### config.mk
export PLATFORM = sky130hd
export DESIGN_NAME = uart_tx_arbiter
export DESIGN_NICKNAME = d
export VERILOG_FILES = /design/src/rtl/uart_pkg.sv /design/src/rtl/uart_tx_arbiter_rr_select.sv /design/src/rtl/uart_tx_arbiter.sv
export SDC_FILE = /design/constraint.sdc
export NUM_CORES = 1
export LEC_CHECK = 0
export ABC_CLOCK_PERIOD_IN_PS = 6000
export CAP_MARGIN = 20
export CORE_AREA = 2 2 68 70
export CTS_CLUSTER_DIAMETER = 30
export DETAILED_ROUTE_END_ITERATION = 10
export DIE_AREA = 0 0 70 72
export PLACE_DENSITY = 0.81
export SLEW_MARGIN = 25
export SYNTH_ARGS = -nofsm -noshare
export SYNTH_HDL_FRONTEND = slang
export SYNTH_SLANG_ARGS = --single-unit
### constraint.sdc
create_clock -name clk -period 6 [get_ports clk]
set_input_delay 0.6 -clock clk [delete_from_list [all_inputs] [get_ports clk]]
set_output_delay 0.6 -clock clk [all_outputs]
set_load 0.01 [all_outputs]
### src/rtl/uart_pkg.sv
// Shared types and helpers for the UART transmit arbiter.
// Holds the arbiter state encoding and the round-robin pick function.
package uart_pkg;

  localparam int UART_DATA_W = 8;

  typedef enum logic [2:0] {
    IDLE   = 3'd0,
    LAUNCH = 3'd1,
    ARMED  = 3'd2,
    DRAIN  = 3'd3,
    GAP    = 3'd4
  } arb_state_t;

  // First set bit at or above ptr, wrapping modulo n (n <= 8).
  function automatic logic [2:0] rr_pick(
    input logic [7:0] req,
    input logic [2:0] ptr,
    input int         n
  );
    int k;
    rr_pick = ptr;
    for (int i = 7; i >= 0; i--) begin
      if (i < n) begin
        k = int'(ptr) + i;
        if (k >= n) k = k - n;
        if (req[k[2:0]]) rr_pick = k[2:0];
      end
    end
  endfunction

endpackage

### src/rtl/uart_tx_arbiter_rr_select.sv
// Combinational round-robin priority encoder.
// Returns the first pending requester at or after the pointer.
module rr_select
  import uart_pkg::*;
#(
  parameter int N  = 4,
  parameter int IW = $clog2(N)
) (
  input  logic [N-1:0]  i_req,
  input  logic [IW-1:0] i_ptr,
  output logic          o_valid,
  output logic [IW-1:0] o_idx
);

  logic [7:0] w_req;
  logic [2:0] w_ptr;
  logic [2:0] w_pick;

  assign w_req   = 8'(i_req);
  assign w_ptr   = 3'(i_ptr);
  assign w_pick  = rr_pick(w_req, w_ptr, N);
  assign o_valid = |i_req;
  assign o_idx   = IW'(w_pick);

endmodule

### src/rtl/uart_tx_arbiter.sv
// Round-robin arbiter sharing one UART transmitter between requesters.
// Launches a byte, follows TxD_busy through the frame, then an idle gap.
module uart_tx_arbiter
  import uart_pkg::*;
#(
  parameter int NUM_REQ     = 4,
  parameter int GAP_CYCLES  = 0,
  parameter int ARM_TIMEOUT = 4
) (
  input  logic                           clk,
  input  logic                           rst_n,
  input  logic [NUM_REQ-1:0]             req,
  input  logic [UART_DATA_W*NUM_REQ-1:0] req_data,
  output logic [NUM_REQ-1:0]             ack,
  output logic                           tx_start,
  output logic [UART_DATA_W-1:0]         tx_data,
  input  logic                           tx_busy,
  output logic [$clog2(NUM_REQ)-1:0]     owner,
  output logic                           active,
  output logic                           tx_err
);

  localparam int IW = $clog2(NUM_REQ);
  localparam logic [7:0] ARM_LAST = 8'(ARM_TIMEOUT - 1);
  localparam logic [7:0] GAP_LAST =
    8'((GAP_CYCLES > 0) ? GAP_CYCLES - 1 : 0);

  arb_state_t r_state;
  arb_state_t w_next;

  logic [7:0]             r_cnt;
  logic [IW-1:0]          r_ptr;
  logic [IW-1:0]          r_owner;
  logic [NUM_REQ-1:0]     r_ack;
  logic                   r_tx_start;
  logic [UART_DATA_W-1:0] r_tx_data;
  logic                   r_tx_err;

  logic                   w_valid;
  logic [IW-1:0]          w_idx;
  logic [IW-1:0]          w_next_ptr;
  logic [NUM_REQ-1:0]     w_onehot;
  logic                   w_launch;
  logic                   w_arm_to;
  logic                   w_active;

  rr_select #(
    .N  (NUM_REQ),
    .IW (IW)
  ) u_sel (
    .i_req   (req),
    .i_ptr   (r_ptr),
    .o_valid (w_valid),
    .o_idx   (w_idx)
  );

  assign w_launch = (r_state == IDLE) & w_valid & ~tx_busy;
  assign w_arm_to = (r_state == ARMED) & ~tx_busy
                  & (r_cnt == ARM_LAST);
  assign w_next_ptr = (w_idx == IW'(NUM_REQ - 1))
                    ? '0 : w_idx + IW'(1);

  always_comb begin
    w_onehot = '0;
    w_onehot[w_idx] = 1'b1;
  end

  always_ff @(posedge clk or negedge rst_n) begin
    if (!rst_n) r_state <= IDLE;
    else        r_state <= w_next;
  end

  always_comb begin
    w_next = r_state;
    unique case (r_state)
      IDLE:    if (w_launch) w_next = LAUNCH;
      LAUNCH:  w_next = ARMED;
      ARMED: begin
        if (tx_busy)       w_next = DRAIN;
        else if (w_arm_to) w_next = IDLE;
      end
      DRAIN: begin
        if (!tx_busy)
          w_next = (GAP_CYCLES > 0) ? GAP : IDLE;
      end
      GAP:     if (r_cnt == GAP_LAST) w_next = IDLE;
      default: w_next = IDLE;
    endcase
  end

  always_comb begin
    w_active = (r_state != IDLE);
  end

  // Strobes default low so they last exactly the LAUNCH cycle.
  always_ff @(posedge clk or negedge rst_n) begin
    if (!rst_n) begin
      r_tx_start <= 1'b0;
      r_ack      <= '0;
      r_tx_data  <= '0;
      r_owner    <= '0;
      r_ptr      <= '0;
      r_tx_err   <= 1'b0;
      r_cnt      <= '0;
    end else begin
      r_tx_start <= 1'b0;
      r_ack      <= '0;
      if (w_launch) begin
        r_tx_start <= 1'b1;
        r_ack      <= w_onehot;
        r_tx_data  <= req_data[w_idx*UART_DATA_W +: UART_DATA_W];
        r_owner    <= w_idx;
        r_ptr      <= w_next_ptr;
      end
      if (w_arm_to) r_tx_err <= 1'b1;
      unique case (r_state)
        ARMED, GAP: r_cnt <= r_cnt + 8'd1;
        default:    r_cnt <= '0;
      endcase
    end
  end

  assign ack      = r_ack;
  assign tx_start = r_tx_start;
  assign tx_data  = r_tx_data;
  assign owner    = r_owner;
  assign active   = w_active;
  assign tx_err   = r_tx_err;

endmodule

==> results of run 1 <==
-- critical path: stages (launching register included) --
cell and delay, ns:
dfrtp_4 0.73, ha_1 0.57, mux2_4 0.35, a21oi_2 0.62, nand2_2 0.34, a311oi_1 0.38, o221ai_1 0.16
-- sequential cells by signal, summed over array words and instances, names as in the netlist --
signal	flops
tx_err	1
r_state	2
tx_data	8
tx_start	1
ack	4
r_cnt	8
owner	2
r_ptr	2
-- worst max-delay path by stage --
stage	startpoint	endpoint	depth (start not counted)
3_3_place_gp	r_ptr[0]	tx_data[5]	6
4_1_cts	r_ptr[0]	tx_data[4]	6
2_1_floorplan	r_ptr[1]	tx_data[3]	8
3_5_place_dp	r_ptr[0]	tx_data[4]	6
5_1_grt	r_ptr[0]	tx_data[4]	6
6_report	r_ptr[0]	tx_data[4]	6
-- per-stage QoR --
step / std cells / total power (µW) / area, µm²
6_report: 339 / 1190 / 2670
5_1_grt: 339 / 1290 / 2670
3_5_place_dp: 335 / 1070 / 2610
4_1_cts: 339 / 1190 / 2670
2_1_floorplan: 246 / 905 / 2100
3_3_place_gp: 335 / 1060 / 2610
-- cells in the mapped netlist, drive strengths merged (3+ instances only) --
cell type,count
nand2b,33
ha,3
a22oi,4
mux2,3
nor2,23
o21ai,3
nand3,5
o221ai,8
buf,9
dfrtp,28
xor2,5
mux2i,4
nand2,37
a21oi,13
clkbuf,10
a211oi,16
a311oi,12
-- routing by layer --
layer | routed length, µm | track usage
met5 | 0 | 0
met4 | 21 | 0.0256
met3 | 223 | 0.0375
met2 | 2510 | 0.369
met1 | 2150 | 0.288
-- area by class of cell --
type,count,area share
clock buffer,4,0.0206
tap,52,0.0244
inverter,2,0.00281
multi-input combinational,197,0.479
sequential,28,0.264
timing repair buffer,56,0.209
-- kinds of logic (layout without fill, tap and decap cells) --
family	after synthesis	count (layout)	share of synthesized area
and+or+nand+nor	112	112	0.275
xor gates and xnor gates	7	7	0.0293
muxes	7	7	0.0484
buffers and inverters	21	62	0.0555
DFF	28	28	0.334
adders and majority gates	3	3	0.0179
AOI/OAI and AO/OA	68	68	0.240
-- power breakdown --
part	switching, µW	leakage, µW	internal (µW)
Clock	55.4	0.0000288	58.7
Sequential	96.1	0.000364	246
Combinational	371	0.000698	359
Total	523	0.00109	663
==> reports/summary.txt, run 1 <==
commonest non-fill, non-tap cell in the layout: clkdlybuf4s50_1
CP Data Arrival Time: 3.45 ns
number of register bits inferred by synthesis: 28
Avg Vias per Cell: 5.81
final period utilization: 0.551
die height: 72 µm
ANT nets after route: 0
Initial Util: 0.491
hold depth: 1
Req. time, crit path: 6.15 ns
setup ws final: 2.70 ns
routed length per instance: 14.5 µm
Layout Nets: 330
area of the multi-input gates: 1280 µm²
DRT Pass-1 Iters: 4
reg-to-reg critical path endpoint: tx_data[4]
TritonCTS buffer count: 3
total negative slack: 0 ns
FF-to-FF setup slack: 2.70 ns
Leakage: 0.00109 µW
core region area: 4260 µm²
WL final: 4900 µm
Die ar.: 5040 µm²
Yosys cell types: 45
Worst Setup End Kind: flip-flop
peak supply drop: 0.189 mV
DP HPWL: 3610 µm
RSZ-0062 raised after global routing: false
final setup fails: 0
Final Util: 0.626
clk_skew: 0.00821 ns
ys async rst share: 1.00
synthesis warning total: 0
hold slack final: 0.459 ns
Cell Area, Synth: 2100 µm²
DR iter-0 viols: 110
diode count: 0
Setup crit start kind: flip-flop
Tmin final: 3.30 ns
most frequent cells in the layout: clkdlybuf4s50_1, nand2_1, nand2b_1
Post-Syn Instances: 246
root buffer cell: clkbuf_8
Tot GR Track Use: 0.212
H-tree Lvls: 1
relative slew slack: 0.498
min-delay worst type: flip-flop to flip-flop
Syn Nets: 288
post-CTS setup buffer count: 0
Post-synth EDFFs: 0
Max Cap Violations: 0
top-area cell type share of the netlist area: 0.334
status: finished, final reports clean
top post-synthesis cells by area: dfrtp_1, nand2b_1, nand2_1
Max Slew Vio Count: 0
Synth-to-Final Area Change: 27.3%
R2R cell count: 6
Hold Vio Cnt, Final: 0
Reg clk slew, reported paths: 0.09 ns
gpl congestion: 0.840
# resized after CTS: 0
GRT overflow: 0
main flop type after synthesis: dfrtp_1
port bufs: 55
largest net degree at the start of global routing: 76
Max Root-Sink Buffers: 2
Synth Area per Inst: 8.52 µm²
# rows: 24
Hold Crit Endpoint: r_cnt[0]
CP Max Fanout: 75
ratio of cells with drive above 1 in the final layout: 0.0662
first-pass GRT wire length: 8840 µm
DP Worst Slack: 2.53 ns
Filler cells: 371
Hold Crit Start: r_cnt[0]
sequential-to-total area share from yosys stat: 0.334
number of top-level pins: 56
Num Clock Sinks: 28
Die X: 70 µm
initial antenna violation count: 0
vias in the first global route: 1,875
RR Startpoint: r_ptr[0]
Fmax: 303 MHz
worst-skew pair later-pin latency: 0.27 ns
critical path class: flip-flop to flip-flop
Worst Tran Pin Value: 0.754 ns
CTS tree: built
vias: 1,971
PD cells: 444 nW/µm²
storage element area: 704 µm²
drc violations: 0
CTS Hold Bufs: 0
cell type with the largest total area after synthesis: dfrtp_1
Note: power is estimated with default switching activity, not from simulation.
==> inputs of run 2 (changes only) <==
- ABC_CLOCK_PERIOD_IN_PS: 6000 -> 3300
- CORE_AREA: 2 2 68 70 -> 2 2 69 71
- DIE_AREA: 0 0 70 72 -> 0 0 71 73
- PLACE_DENSITY: 0.81 -> 0.78
- clock period: 6 -> 3.3 ns (I/O delays scaled with it)
==> run 2 against run 1 <==
  * Setup slack worse by 2.2 ns
  * Routed wire length up 1.4%
  * Final cell count up 2.1%
  * Fmax up 17%
  * Highest routed layer unchanged
  * Clock skew down 0.0062 ns
  * Sequential power up 58%
  * Global-route usage down 1.6 points
  * Die area up 2.8%
  * Critical path depth up 2
  * Combinational power up 99%
  * First-iteration DRC count down 35%
  * Critical endpoint is now tx_data[3]
==> reports/summary.txt, run 2 (synthesis gave the netlist of run 1 again) <==
drc violations: 0 (unchanged)
root buffer cell: clkbuf_8
hold slack final: 0.0175 ns (-0.442 ns)
R2R cell count: 8 (+2)
cell area after layout: 2720 µm² (+1.8%)
number of top-level pins: 56 (unchanged)
combinational power share: 0.642 (+0.026)
Tot Pwr: 2270 µW (+91%)
PD cells: 834 nW/µm² (+88%)
critical path class: flip-flop to flip-flop
status: finished, final reports clean
share of power burned in registers: 0.238 (-0.050)
vias in the first global route: 1,767 (-5.8%)
first-pass GRT wire length: 8310 µm (-6.0%)
Die X: 71 µm (+1.4%)
Hold Vio Cnt, Final: 0 (unchanged)
Reg clk slew, reported paths: 0.10 ns (about the same)
Layout Cells excl Fill: 346 (+2.1%)
Max Root-Sink Buffers: 2 (unchanged)
WL final: 4970 µm (+1.4%)
worst-skew pair later-pin latency: 0.27 ns (about the same)
Setup crit start kind: flip-flop
RR Startpoint: r_ptr[0]
ratio of cells with drive above 1 in the final layout: 0.0856 (+0.0194)
Num Clock Sinks: 28 (unchanged)
largest net degree at the start of global routing: 68 (-11%)
# rows: 25 (+4.2%)
Die ar.: 5180 µm² (+2.8%)
reg-to-reg critical path endpoint: tx_data[3]
CP Data Arrival Time: 2.97 ns (-0.48 ns)
Layout Nets: 335 (+1.5%)
RSZ-0062 raised after global routing: false
CTS tree: built
Synth-to-Final Area Change: 29.7%
H-tree Lvls: 1 (unchanged)
Initial Util: 0.462 (-0.0294)
CP max stage cell: dfrtp_2
vias: 1,959 (-0.61%)
TritonCTS buffer count: 3 (unchanged)
CP Max Fanout: 11 (-85%)
Tmin final: 2.82 ns (-0.484 ns)
final period utilization: 0.855 (+0.304)
relative slew slack: 0.583 (+0.0855)
storage element area: 702 µm² (-0.36%)
GRT overflow: 0 (unchanged)
die height: 73 µm (+1.4%)
routed length per instance: 14.4 µm (-0.60%)
Worst Tran Pin Value: 0.625 ns (-0.128 ns)
most frequent cells in the layout: clkdlybuf4s50_1, nand2_1, nand2b_1
area of the multi-input gates: 1280 µm² (unchanged)
DP Area: 2650 µm² (+1.5%)
final setup fails: 0 (unchanged)
Worst Setup End Kind: flip-flop
Req. time, crit path: 3.45 ns (-2.70 ns)
core region area: 4540 µm² (+6.4%)
gpl congestion: 0.786 (-6.4%)
Avg Vias per Cell: 5.66 (-2.6%)
Filler cells: 407 (+9.7%)
diode count: 0 (unchanged)
initial antenna violation count: 0 (unchanged)
total negative slack: 0 ns (unchanged)
DRT Pass-1 Iters: 4 (unchanged)
sw frac: 0.433 (-0.00817)
Max Cap Violations: 0 (unchanged)
Fmax: 355 MHz (+17%)
placed insts: 342 (+2.1%)
max incr delay on CP: 0.52 ns (-0.21 ns)
min-delay worst type: input port to asynchronous set/reset pin
post-CTS setup buffer count: 0 (unchanged)
Tot GR Track Use: 0.196 (-0.0158)
Pint: 1290 µW (+94%)
switching pwr: 981 µW (+88%)
CTS Hold Bufs: 0 (unchanged)
critical path cell sequence: ha_1, mux2i_1, nor4b_2, a21o_1, buf_4, a211oi_1, a311oi_1, o221ai_1
Max Slew Vio Count: 0 (unchanged)
DP HPWL: 3690 µm (+2.2%)
peak supply drop: 0.332 mV (+76%)
commonest non-fill, non-tap cell in the layout: clkdlybuf4s50_1
Leakage: 0.00112 µW (+2.8%)
FF-to-FF setup slack: 0.48 ns (-2.22 ns)
DR iter-0 viols: 72 (-35%)
ANT nets after route: 0 (unchanged)
# resized after CTS: 0 (unchanged)
Clock power frac: 0.120 (+0.024)
port bufs: 55 (unchanged)
clk_skew: 0.00198 ns (-0.00623 ns)
[run 2: changes by cell type in the layout (fill, tap and decap cells not counted), sizes merged]
cell and change:
buf +6, bufinv +1, clkbuf -1, clkdlybuf4s50 -1
[run 2: worst max-delay path by stage]
stage	from	to	slack, ns	cells past startpoint
after CTS	r_ptr[0]	tx_data[3]	0.50	8
final	r_ptr[0]	tx_data[3]	0.48	8
after global placement	req[1]	r_ptr[1]	0.54	7
after floorplan	r_ptr[1]	tx_data[3]	1.04	8
after detailed placement	r_ptr[0]	tx_data[3]	0.52	8
after global routing	r_ptr[0]	tx_data[3]	0.36	8
[run 2: power groups by stage]
stage / Combinational (µW) / Clock [µW] / Sequential [µW]
floorplan: 1100 / 0 / 542
global placement: 1430 / 0 / 542
detailed placement: 1450 / 0 / 546
CTS: 1450 / 276 / 542
global route: 1610 / 291 / 553
finish: 1450 / 272 / 540
[run 2: final cells by class]
cell class	count	area share
clock buffers	3	0.0152
repair buffers	61	0.217
well taps	54	0.0249
multi-input cells	197	0.471
clock inverters	1	0.0110
flip-flops and latches	28	0.258
inverters	2	0.00276
[run 2: critical path: cells and delay by family (launching register included)]
family                     cells  cell delay [ns]
AOI/OAI and AO/OA              4             0.93
DFF                            1             0.52
adders and majority gates      1             0.50
and+or+nand+nor                1             0.37
buffers and inverters          1             0.24
muxes                          1             0.14
[run 2: per-stage QoR]
stage / worst slack, ns / utilization
CTS: 0.496 / 0.600
global route: 0.360 / 0.599
global placement: 0.541 / 0.585
detailed placement: 0.518 / 0.585
floorplan: 1.04 / -
finish: 0.479 / 0.599
[run 2: routing by layer]
layer	global-route usage	vias up	routed length, µm
li1	-	983	-
met1	0.269	919	2280
met2	0.344	53	2470
met3	0.0193	4	188
met4	0.0335	0	31
met5	0	-	0
